`src/rtl/exp_series_pkg.sv`:
```
// Shared types and constants for the Q8.8 exp(x) series controller.
// Optional build macro: EXP_SERIES_ALT_SIGN_EN (alternating-sign series, exp(-x)).
package exp_series_pkg;

    localparam int          MAX_TERMS_DEF = 15;
    localparam logic [15:0] ONE           = 16'h0100;

    typedef enum logic [2:0] {
        S_IDLE  = 3'd0,
        S_INIT  = 3'd1,
        S_MUL_X = 3'd2,
        S_MUL_C = 3'd3,
        S_CHECK = 3'd4,
        S_ADD   = 3'd5,
        S_DONE  = 3'd6
    } state_t;

endpackage

```
`src/rtl/exp_series_ctrl_counter.sv`:
```
// Coefficient index counter: clear, saturating increment, terminal count at MAX_TERMS-1.
module exp_term_counter #(
    parameter int MAX_TERMS = 15,
    parameter int IDX_W     = 4
) (
    input  logic             clk,
    input  logic             rst,
    input  logic             clear,
    input  logic             inc,
    output logic [IDX_W-1:0] index,
    output logic             tc
);

    localparam logic [IDX_W-1:0] LAST = IDX_W'(MAX_TERMS - 1);

    assign tc = (index == LAST);

    // Never steps past LAST, so the coefficient ROM only sees valid addresses.
    always_ff @(posedge clk or posedge rst) begin
        if (rst)
            index <= '0;
        else if (clear)
            index <= '0;
        else if (inc && !tc)
            index <= index + IDX_W'(1);
    end

endmodule

```
`src/rtl/exp_series_ctrl.sv`:
```
// Control FSM for the Q8.8 exp series datapath with start/ready/done handshake.
// EXP_SERIES_ALT_SIGN_EN: subtract odd-power terms so the datapath computes exp(-x).
module exp_series_ctrl
    import exp_series_pkg::*;
#(
    parameter int MAX_TERMS = MAX_TERMS_DEF,
    parameter int IDX_W     = 4
) (
    input  logic             clk,
    input  logic             rst,
    input  logic             start,
    input  logic             less,
    output logic             ready,
    output logic             done,
    output logic             ld_x,
    output logic             ld_y,
    output logic             iz_term,
    output logic             iz_ans,
    output logic             ld_term,
    output logic             mux_sel,
    output logic             ld_ans,
    output logic             neg,
    output logic [IDX_W-1:0] index
);

    state_t state;
    logic   tc;
    logic   add_neg;

    exp_term_counter #(
        .MAX_TERMS(MAX_TERMS),
        .IDX_W    (IDX_W)
    ) u_cnt (
        .clk  (clk),
        .rst  (rst),
        .clear(state == S_INIT),
        .inc  (state == S_ADD),
        .index(index),
        .tc   (tc)
    );

    // Bus capture happens on the accepting edge itself.
    assign ld_x = ready & start;
    assign ld_y = ready & start;

`ifdef EXP_SERIES_ALT_SIGN_EN
    assign add_neg = ~index[0];
`else
    assign add_neg = 1'b0;
`endif

    // Outputs are registered from the next state, so they line up with it.
    always_ff @(posedge clk or posedge rst) begin
        if (rst) begin
            state   <= S_IDLE;
            ready   <= 1'b1;
            done    <= 1'b0;
            iz_term <= 1'b0;
            iz_ans  <= 1'b0;
            ld_term <= 1'b0;
            mux_sel <= 1'b0;
            ld_ans  <= 1'b0;
            neg     <= 1'b0;
        end else begin
            ready   <= 1'b0;
            done    <= 1'b0;
            iz_term <= 1'b0;
            iz_ans  <= 1'b0;
            ld_term <= 1'b0;
            mux_sel <= 1'b0;
            ld_ans  <= 1'b0;
            neg     <= 1'b0;
            case (state)
                S_IDLE: begin
                    if (start) begin
                        state   <= S_INIT;
                        iz_term <= 1'b1;
                        iz_ans  <= 1'b1;
                    end else begin
                        ready   <= 1'b1;
                    end
                end
                S_INIT: begin
                    state   <= S_MUL_X;
                    ld_term <= 1'b1;
                end
                S_MUL_X: begin
                    state   <= S_MUL_C;
                    ld_term <= 1'b1;
                    mux_sel <= 1'b1;
                end
                S_MUL_C: state <= S_CHECK;
                S_CHECK: begin
                    if (less) begin
                        state <= S_DONE;
                        done  <= 1'b1;
                    end else begin
                        state  <= S_ADD;
                        ld_ans <= 1'b1;
                        neg    <= add_neg;
                    end
                end
                S_ADD: begin
                    if (tc) begin
                        state <= S_DONE;
                        done  <= 1'b1;
                    end else begin
                        state   <= S_MUL_X;
                        ld_term <= 1'b1;
                    end
                end
                S_DONE: begin
                    state <= S_IDLE;
                    ready <= 1'b1;
                end
                default: begin
                    state <= S_IDLE;
                    ready <= 1'b1;
                end
            endcase
        end
    end

endmodule
```
`config.mk`:
```
export PLATFORM = sky130hd
export DESIGN_NAME = exp_series_ctrl
export DESIGN_NICKNAME = d
export VERILOG_FILES = /design/src/rtl/exp_series_pkg.sv /design/src/rtl/exp_series_ctrl_counter.sv /design/src/rtl/exp_series_ctrl.sv
export SDC_FILE = /design/constraint.sdc
export NUM_CORES = 1
export LEC_CHECK = 0
export BUFFER_PORTS_ARGS = -buffer_cell sky130_fd_sc_hd__buf_2
export CORE_MARGIN = 2
export CORE_UTILIZATION = 30
export DETAILED_ROUTE_END_ITERATION = 8
export GPL_TIMING_DRIVEN = 0
export SYNTH_ARGS = -nofsm -noshare
export SYNTH_HDL_FRONTEND = slang
export SYNTH_SLANG_ARGS = --single-unit
```
`constraint.sdc`:
```
create_clock -name clk -period 1.5 [get_ports clk]
set_clock_uncertainty 0.1 [all_clocks]
set_input_delay 0.15 -clock clk [delete_from_list [all_inputs] [get_ports clk]]
set_output_delay 0.15 -clock clk [all_outputs]
set_load 0.01 [all_outputs]
```
# Word level (Yosys, flattened, before mapping)
# Index checks and enable logic that the tools add are counted.
[classes]
n_addsub = 1
n_mul = 0
div = 0
n_lt_le_gt_ge = 0
eq_ne = 7
shifts = 0
n_mux = 18
n_bitwise = 1
reduce_logical = 6
[ops]
columns = ["op", "count"]
rows = [
  ["3-bit one-hot mux with 6 select lines", 1],
  ["1-bit 2-to-1 mux", 9],
  ["4-bit 2-to-1 mux", 2],
  ["3-bit by 2-bit == test with 1-bit output (second input constant)", 2],
  ["3-bit == test (second input constant)", 2],
  ["3-bit 2-to-1 mux", 2],
  ["1-bit one-hot mux with 2 select lines", 3],
  ["5-bit OR reduction", 1],
  ["4-bit by 1-bit adder with 4-bit output (second input constant)", 1],
  ["4-bit == test (second input constant)", 1],
  ["3-bit by 1-bit == test with 1-bit output (second input constant)", 1],
  ["3-bit logical NOT", 1],
  ["2-bit 2-to-1 mux", 1],
  ["2-bit != test (second input constant)", 1],
  ["2-bit nonzero test", 1],
  ["2-bit OR reduction", 1],
  ["1-bit AND", 1],
  ["1-bit logical AND", 1],
  ["1-bit logical NOT", 1],
]
[word_totals]
ff_bits = 13
latchBits = 0
ramBits = 0
romBits = 0
inputBits = 4
out_inout_bits = 14
elab_cells = 41
memories = 0

# Depth between registers and ports, before layout
# Gate-level depths: netlist of the first run.
[logic_depth]
word_depth = 5
ltp_mapped = 5

# Cells and area by module
# From an unflattened synthesis of the first run, not the netlist that was laid out.
[unflattened]
cells_unflattened = 63
hier_area_um2 = 656.9
[by_module_without_submodules]
columns = ["mod", "n_inst", "cells_each", "area_each_um2", "seq_area_each_um2"]
rows = [
  ["exp_series_ctrl", 1, 40, 441.7, 226.5],
  ["exp_term_counter", 1, 23, 215.2, 100.1],
]

# Worst setup path before layout of the first run
# No wires, ideal clock.
[synth_timing]
path_kind = "register to register"
start = "register u_cnt.index[0]"
end = "register u_cnt.index[2]"
setup_ns = 0.126
arrival_time_ns = 1.275
setup_slack_ns = -0.001
stages_incl_launch_ff = 6
cell_sequence = "dfrtp_1 inv_1 ha_1 nand4_1 nand3b_4 a221o_1"
[synth_between]
elab_chain_cells = 4
elab_cells_between_ends = 7
[synth_rtl]
columns = ["element", "line_no", "text"]
rows = [
  ["from (decl)", "exp_series_ctrl_counter.sv:10", "output logic [IDX_W-1:0] index,"],
  ["from (signal assigned)", "exp_series_ctrl_counter.sv:25", "index <= index + IDX_W'(1);"],
  ["branches (longest 4 deep; another with 4-bit by 1-bit adder with 4-bit output)", "n/a", ""],
]
# Parallel ways; which one is timed is not known. The select of a mux whose other input is x is not followed.
# A chain may end at the register's enable or synchronous reset.

# Final worst setup path of the first run
[layout_timing]
start = "register u_cnt.index[1]"
end = "register u_cnt.index[2]"
# The elaborated chain is that of the path after synthesis.

==> reports/results.ini, run 1 <==
[yosys]
syn_area_sq_um=636
synthDistinctLibCells=29
netlist.area_leader.share_pct=47.2
synth_commonest_cells=dfrtp_1 (12), inv_1 (4), a22o_1 (3), buf_4 (3), nand2_1 (3)
synth_area_per_cell_sq_um=11.4
synth_edf_count=0
yosys.area.top_type=dfrtp_1
synth_ff_type=dfrtp_1
ys_seq_area_share_pct=51.4
ys_top_cells_by_area=dfrtp_1 (47%), dfstp_2 (4.1%), a22o_1 (4.1%)
syn_inst=56
postSynth.asyncResetShare_pct=100
yosysMostFrequentCell=dfrtp_1
synth_nets=62
ys_ff_latch=13
yosysWarnings=0

[critical_path]
path_class=flop to flop
ff2ff_path_depth=4
r2r_end=u_cnt.index[2]
arrival_ns=1.49
regToRegSetupSlack_ns=0.08
cp-start-kind=flop
worstPathRequired_ns=1.57
reg2reg_from=u_cnt.index[1]
crit_path_max_fanout=5
cp-end-kind=flop

[sta]
grt_setup_unrepaired=no
setup_viol=0
timing.hold.ws_ns=0.0460
layout_setup_ws_ns=0.0782
fmax_mhz=703
slew_violations=0
layout_worst_path_cycle_share_pct=94.8
hold_violations=0
setup-tns-final_ns=0
fin_crit_ns=1.42

[die]
coreArea_sq_um=1980
dieArea_sq_um=2500
initial_utilization_pct=32.1
die_y_um=50.0
fp-row-count=16
ioPinCount=18
die_w_um=50.0

[placed_design]
place.gp.congestion=0.742
place_ws_ns=0.0243
placedCellCount=99
place_hpwl_um=769
numPortBuffers=16
dpl_cell_area_sq_um=752

[detailed_routing]
vias_per_cell=4.47
wl_um=1100
vias=483
final_antenna_net_count=0
dr.pass1.iters=4
drt_iter0_markers=3
wl_per_cell_um=10.2
drc=0

[power_and_ir_drop]
pwr-share-comb_pct=45.3
power.leakage_nw=0.444
internal_power_mw=0.893
p_per_area_nw_per_um2=1670
power.share.clock_pct=16.0
seqPwrFrac_pct=38.6
p_total_mw=1.39
power_switching_mw=0.498
ir_drop_v=0.000536
switching_share_pct=35.8

[clocking]
cts_tree=done
cts_sinks=13
clockBufferDepth=2
insertion_delay_ns=0.28
cts_root_buf=clkbuf_4
h-tree-depth=1
cts-buffers-inserted=3
clk_pin_slew_ns=0.08

[cells_and_area]
multi_input_area_sq_um=268
fillers=199
area_growth_pct=30.7
fin_nets=88
final_area_sq_um=831
regArea_sq_um=327
drive_gt1_share_pct=42.0
fin_util_pct=41.9
antenna_cells=0
final_cells=108

[worst_hold_path]
hold_end=iz_ans
holdPathStages=2
min_from=start
hold_path_class=input pin to flop

[global_routing]
grt_pass1_wl_um=1930
grt_pass1_vias=466
grtUsageTotal_pct=10.6
grt_overflow=0
antenna_found_initial=0
grt_max_degree=14

[job]
drv_cap=0

[run_status]
status=completed

timing repair:
item	4_1_cts	5_1_grt
endpoints found under the setup margin	0	2
hold buffers	2	0
buffers inserted	0	3
gates resized for setup	0	2
endpoints found under the hold margin	13	0
power groups by stage:
| stage | Sequential, mW | Combinational, mW | Clock [mW] |
|---|---|---|---|
| 6_report | 0.537 | 0.631 | 0.223 |
| 5_1_grt | 0.551 | 0.697 | 0.247 |
| 4_1_cts | 0.538 | 0.568 | 0.226 |
| 3_5_place_dp | 0.545 | 0.564 | 0 |
| 3_3_place_gp | 0.541 | 0.557 | 0 |
| 2_1_floorplan | 0.578 | 0.366 | 0 |
state kept, by name, summed over array words and instances, names as in the netlist:
| register | flops |
|---|---|
| ld_ans | 1 |
| ld_term | 1 |
| u_cnt.index | 4 |
| iz_ans | 1 |
| ready | 1 |
| state | 3 |
| done | 1 |
| mux_sel | 1 |
cells by family (layout without fill, tap and decap cells):
group / after synthesis / in the layout / synth area share, %
AND/OR/NAND/NOR: 19 / 19 / 20.9
flip-flops: 13 / 13 / 51.4
AO/OA/AOI/OAI: 10 / 10 / 11.6
buffers and inverters: 9 / 34 / 8.46
adder cells (fa/ha/maj): 2 / 2 / 3.94
other: 1 / 1 / 0.590
XOR/XNOR: 1 / 1 / 1.38
multiplexers: 1 / 1 / 1.77
routing by layer:
metal	share of wire (%)	up-vias	global-route usage (%)	wire length, um
li1	-	241	-	-
met1	42	225	12.1	459
met2	49	13	16.0	540
met3	5.5	4	2.73	61
met4	3.8	0	9.72	42
met5	0	-	0	0
cells in the final DEF (no fill, tap or decap), drive strengths merged:
cell,instances
a21o,1
a21oi,2
a221o,1
a22o,3
and2,1
and3,1
and4b,1
buf,24
clkbuf,4
conb,1
dfrtp,12
dfstp,1
dlygate4sd3,2
ha,2
inv,4
mux2,1
nand2,3
nand2b,2
nand3,2
nand3b,1
nand4,2
nor2,2
nor2b,2
nor3,1
nor4b,1
o21ai,2
o21ba,1
xnor2,1
critical path: stages, from the launching register on:
cell,delay [ns]
dfrtp_1,0.44
ha_4,0.19
nand4_1,0.12
nand3b_4,0.11
a221o_1,0.35
final cells by class:
class	instances	area share, %
well taps	27	4.07
plain buffers	5	4.67
multi-input cells	34	32.2
clock buffers	4	3.16
repair buffers	21	14.8
flip-flops and latches	13	39.3
inverters	4	1.81
worst max-delay path by stage:
stage / slack, ns / startpoint / depth (start not counted) / end
2_1_floorplan: 0.04 / u_cnt.index[0] / 5 / u_cnt.index[2]
3_3_place_gp: 0.03 / u_cnt.index[0] / 5 / u_cnt.index[2]
3_5_place_dp: 0.02 / u_cnt.index[0] / 5 / u_cnt.index[2]
4_1_cts: 0.009 / u_cnt.index[0] / 5 / u_cnt.index[2]
5_1_grt: 0.01 / u_cnt.index[0] / 5 / u_cnt.index[2]
6_report: 0.08 / u_cnt.index[1] / 4 / u_cnt.index[2]
Note: power is estimated with default switching activity, not from simulation.
==> inputs of run 2 (changes only) <==
- CORE_UTILIZATION: 30 -> 40
- CTS_CLUSTER_SIZE: unset -> 24
- MAX_ROUTING_LAYER: unset -> met4
- PLACE_DENSITY: unset -> 0.66
==> reports/results.ini, run 2 (same netlist as run 1, synthesis figures left out) <==
[run_status]
status=completed

[power_and_ir_drop]
p_per_area_nw_per_um2=1700  ; +1.7%
power_switching_mw=0.495  ; -0.63%
power.leakage_nw=0.431  ; -2.8%
power.share.clock_pct=16.6  ; +0.6 points
switching_share_pct=36.2  ; +0.38 points
p_total_mw=1.37  ; -1.7%
seqPwrFrac_pct=39.9  ; +1.3 points
pwr-share-comb_pct=43.5  ; -1.8 points
ir_drop_v=0.000729  ; +36%
internal_power_mw=0.873  ; -2.3%

[critical_path]
path_cells=ha_4 > nand4_1 > nand3b_4 > a221o_1
path_buf_inv=0  ; unchanged
cp_top_family=flip-flops
crit_path_max_fanout=5  ; unchanged
ff2ff_path_depth=4  ; unchanged
path_class=flop to flop
worstPathRequired_ns=1.58  ; about the same
cp_num_cells=4  ; unchanged
crit_path_max_incr_delay_ns=0.46  ; +0.02 ns
arrival_ns=1.52  ; +0.03 ns
cp-start-kind=flop
cp-end-kind=flop
slowest_stage=dfrtp_2

[detailed_routing]
final_antenna_net_count=0  ; unchanged
wl_per_cell_um=11.5  ; +13%
wl_um=1090  ; -0.82%
drt_iter0_markers=7  ; +4
vias=469  ; -2.9%
vias_per_cell=4.94  ; +10%
drc=0  ; unchanged
dr.pass1.iters=4  ; unchanged

[clocking]
cts_root_buf=clkbuf_4
cts-buffers-inserted=3  ; unchanged
insertion_delay_ns=0.29  ; about the same
cts_tree=done
cts_sinks=13  ; unchanged
clockBufferDepth=2  ; unchanged
clk_pin_slew_ns=0.09  ; about the same
h-tree-depth=1  ; unchanged

[global_routing]
grt_pass1_wl_um=1880  ; -2.9%
grt_pass1_vias=444  ; -4.7%
grt_overflow=0  ; unchanged
antenna_found_initial=0  ; unchanged
grtUsageTotal_pct=14.1  ; +3.4 points
grt_max_degree=14  ; unchanged

[sta]
layout_setup_ws_ns=0.0557  ; -0.0225 ns
layout_worst_path_cycle_share_pct=96.3  ; +1.5 points
slew_violations=0  ; unchanged
timing.hold.ws_ns=0.0499  ; +0.00383 ns
setup_viol=0  ; unchanged
grt_setup_unrepaired=no
fin_crit_ns=1.44  ; +0.0225 ns
fmax_mhz=692  ; -1.6%
setup-tns-final_ns=0  ; unchanged
hold_violations=0  ; unchanged

[placed_design]
place_hpwl_um=792  ; +3.0%
place.gp.congestion=0.689  ; -7.2%
numPortBuffers=16  ; unchanged
place_ws_ns=0.0175  ; -0.00679 ns

[cells_and_area]
top_register=u_cnt.index
top_regs=u_cnt.index (4), state (3)
final_common_cell=buf_2
final_cell_mix=buf_2 (17), dfrtp_1 (11), buf_4 (4)
largest_register_ffs=4  ; unchanged
area_growth_pct=26.4
fin_util_pct=53.3  ; +11 points
fin_nets=86  ; -2.3%
drive_gt1_share_pct=41.8  ; -0.20 points
antenna_cells=0  ; unchanged

[worst_hold_path]
hold_path_class=input pin to flop
holdPathStages=2  ; unchanged

[die]
coreArea_sq_um=1510  ; -24%
fp-row-count=14  ; -2
dieArea_sq_um=1920  ; -23%
initial_utilization_pct=42.2  ; +10 points
die_w_um=43.9  ; -12%
ioPinCount=18  ; unchanged
die_y_um=43.9  ; -12%

[job]
drv_cap=0  ; unchanged

-- run 2: cell count changes in the layout (fill, tap and decap cells not counted) --
cell     before  now
dfrtp_2       0    1
dfrtp_1      12   11
buf_4         6    4
-- run 2: path summary, 6_finish.rpt --
path                                startpoint             end  slack (ns)
worst max register to register  u_cnt.index[1]  u_cnt.index[2]        0.06
worst min-delay path                     start          iz_ans        0.05
max in group asynchronous                  rst           ready        0.63
worst max-delay path            u_cnt.index[1]  u_cnt.index[2]        0.06
min in group asynchronous                  rst  u_cnt.index[3]        0.31
worst min register to register        state[1]          iz_ans        0.46
-- run 2: layout make-up --
class                           count  area (sq um)
Inverter                            4          15.0
Multi-Input combinational cell     34           268
Tap cell                           16          20.0
Sequential cell                    13           328
Timing Repair Buffer               19           108
Buffer                              5          38.8
Clock buffer                        4          26.3
Fill cell                         151           703
-- run 2: layer usage --
| metal | vias to the layer above | GRT usage (%) | part of all wire (%) |
|---|---|---|---|
| met5 | - | - | 0 |
| met4 | 0 | 7.27 | 2.5 |
| met3 | 3 | 3.75 | 4.6 |
| met2 | 12 | 22.4 | 50 |
| met1 | 215 | 16.1 | 43 |
| li1 | 239 | - | - |
-- run 2: through the flow --
stage / instance area (sq um) / std cells
finish: 803 / 95
global route: 803 / 95
floorplan: 638 / 56
global placement: 738 / 88
CTS: 785 / 94
detailed placement: 738 / 88
-- run 2: power groups by stage --
stage	clock, mW	combinational, mW	sequential (mW)
final	0.228	0.594	0.546
after global routing	0.250	0.677	0.561
after CTS	0.227	0.572	0.538
after detailed placement	0	0.568	0.544
after global placement	0	0.554	0.538
after floorplan	0	0.366	0.578
-- run 2: timing repair --
| item | in CTS | in global routing |
|---|---|---|
| gates resized for setup | 0 | 3 |
| hold buffers | 2 | 0 |
| endpoints found under the hold margin | 13 | 0 |
| endpoints found under the setup margin | 0 | 2 |
| buffers inserted | 0 | 1 |
==> inputs of run 3 (changes only) <==
- ABC_AREA: unset -> 1
- PLACE_DENSITY: 0.66 -> 0.67
- SETUP_SLACK_MARGIN: unset -> 0.2
==> reports/results.ini, run 3 <==
[yosys]
synth_area_per_cell_sq_um=8.47  ; -25%
syn_area_sq_um=618  ; -2.8%
synth_nets=79  ; +27%
yosysMostFrequentCell=nand2_1
ys_top_cells_by_area=dfrtp_1 (49%), nand2_1 (12%), inv_1 (8.5%)
postSynth.asyncResetShare_pct=100  ; unchanged
yosys.area.top_type=dfrtp_1
synthDistinctLibCells=19  ; -34%
ys_seq_area_share_pct=52.8  ; +1.5 points
syn_inst=73  ; +30%
yosysWarnings=0  ; unchanged
synth_ff_type=dfrtp_1
ys_ff_latch=13  ; unchanged
netlist.area_leader.share_pct=48.6  ; +1.3 points
synth_commonest_cells=nand2_1 (20), inv_1 (14), dfrtp_1 (12)
synth_edf_count=0  ; unchanged

[global_routing]
grt_max_degree=14  ; unchanged
grt_pass1_vias=446  ; +0.45%
grtUsageTotal_pct=13.2  ; -0.86 points
grt_pass1_wl_um=1720  ; -8.4%
antenna_found_initial=0  ; unchanged
grt_overflow=0  ; unchanged

[die]
fp-row-count=14  ; unchanged
dieArea_sq_um=1880  ; -2.5%
die_y_um=43.3  ; -1.3%
die_w_um=43.3  ; -1.3%
ioPinCount=18  ; unchanged
initial_utilization_pct=42.0  ; -0.19 points
coreArea_sq_um=1470  ; -2.3%

[clocking]
clk_pin_slew_ns=0.07  ; -0.02 ns
insertion_delay_ns=0.27  ; -0.02 ns
h-tree-depth=1  ; unchanged
cts_sinks=13  ; unchanged
cts_root_buf=clkbuf_4
cts-buffers-inserted=3  ; unchanged
clockBufferDepth=2  ; unchanged
cts_tree=done

[detailed_routing]
drt_iter0_markers=5  ; -2
top_layer=met4
wl_met3_um=67  ; +34%
final_antenna_net_count=0  ; unchanged
wl_per_cell_um=9.12  ; -21%
wl_um=1030  ; -5.9%
dr.pass1.iters=4  ; unchanged
vias=524  ; +12%
vias_per_cell=4.64  ; -6.1%
drc=0  ; unchanged
wl_met2_um=474  ; -13%
met1_length_um=476  ; +0.21%

[cells_and_area]
fin_nets=104  ; +21%
area_growth_pct=28.3
largest_register_ffs=4  ; unchanged
antenna_cells=0  ; unchanged
drive_gt1_share_pct=34.0  ; -7.8 points
top_regs=u_cnt.index (4), state (3)
final_common_cell=nand2_1
final_cell_mix=nand2_1 (19), buf_2 (15), inv_1 (13), dfrtp_1 (11)
top_register=u_cnt.index

[power_and_ir_drop]
power.leakage_nw=0.493  ; +14%
p_total_mw=1.37  ; -0.12%
seqPwrFrac_pct=42.9  ; +3.0 points
internal_power_mw=0.834  ; -4.4%
p_per_area_nw_per_um2=1720  ; +1.1%
switching_share_pct=38.9  ; +2.7 points
ir_drop_v=0.000827  ; +14%
power_switching_mw=0.531  ; +7.4%
pwr-share-comb_pct=41.8  ; -1.7 points
power.share.clock_pct=15.3  ; -1.3 points

[critical_path]
path_class=flop to output port
startpoint=ready
crit_path_max_fanout=2  ; -3
cp-end-kind=output port
cp-start-kind=flop
arrival_ns=1.07  ; -0.45 ns
reg2reg_from=u_cnt.index[0]
worstPathRequired_ns=1.25  ; -0.33 ns

[sta]
fmax_mhz=759  ; +9.6%
layout_worst_path_cycle_share_pct=87.8  ; -8.4 points
setup-tns-final_ns=0  ; unchanged
fin_crit_ns=1.32  ; -0.127 ns
grt_setup_unrepaired=yes
hold_violations=0  ; unchanged
setup_viol=0  ; unchanged
slew_violations=0  ; unchanged

[job]
drv_cap=0  ; unchanged

[worst_hold_path]
min_from=start
hold_path_class=input pin to flop

[placed_design]
place_hpwl_um=784  ; -1.1%
numPortBuffers=16  ; unchanged
place.gp.congestion=0.758  ; +10%

[run_status]
status=completed

## run 3: per-stage QoR
stage	area, sq um	hold slack [ns]	cells	utilization, %	worst slack [ns]
floorplan	618	-0.0738	73	-	0.265
global placement	718	0.0891	105	48.8	0.227
detailed placement	718	0.0922	105	48.8	0.200
CTS	772	0.0297	111	52.5	0.166
global route	793	0.0375	113	53.9	0.128
finish	793	0.0453	113	53.9	0.182
## run 3: what timing repair did
item                                    in CTS  in global routing
endpoints found under the hold margin       12                  0
buffers inserted                             1                  2
endpoints found under the setup margin       5                  6
gates resized for setup                      3                  3
pin swaps                                    1                  1
hold buffers                                 1                  0
## run 3: layout make-up
cell class / count / area (sq um)
buffer: 3 / 26.3
inverter: 14 / 52.6
multi-input combinational: 43 / 221
clock buffer: 4 / 26.3
tap: 16 / 20.0
timing repair buffer: 20 / 119
fill: 157 / 678
sequential: 13 / 328
## run 3: layer usage
layer  track usage (%)  vias up
li1                  -      269
met1              15.1      237
met2              19.7       16
met3              6.38        2
met4              5.45        0
met5                 -        -
## run 3: logic make-up after synthesis
kind of cell             share of synthesized area [%]
AO/OA/AOI/OAI                                     3.24
flip-flops                                        52.8
XOR/XNOR                                          1.42
adder cells (fa/ha/maj)                           4.05
AND/OR/NAND/NOR                                   25.7
buffers and inverters                             12.1
other                                            0.607
## run 3: power by group through the flow
| stage | clock network (mW) | registers [mW] | logic, mW |
|---|---|---|---|
| 3_5_place_dp | 0 | 0.601 | 0.505 |
| 2_1_floorplan | 0 | 0.628 | 0.306 |
| 5_1_grt | 0.244 | 0.606 | 0.644 |
| 3_3_place_gp | 0 | 0.596 | 0.495 |
| 6_report | 0.208 | 0.587 | 0.571 |
| 4_1_cts | 0.220 | 0.584 | 0.547 |
## run 3: worst paths after layout
kind                                  end  depth (start not counted)  slack [ns]
max                                  ld_y                          4        0.18
min                                iz_ans                          3        0.05
max reg2reg                u_cnt.index[3]                          7        0.28
min reg2reg                u_cnt.index[1]                          2        0.42
max in group asynchronous  u_cnt.index[1]                          3        0.63
min in group asynchronous            done                          3        0.33
## run 3: worst max-delay path, stage by stage (launching register included)
cell	delay, ns
dfstp_2	0.54
nand2_2	0.04
inv_2	0.05
buf_6	0.08
buf_6	0.08
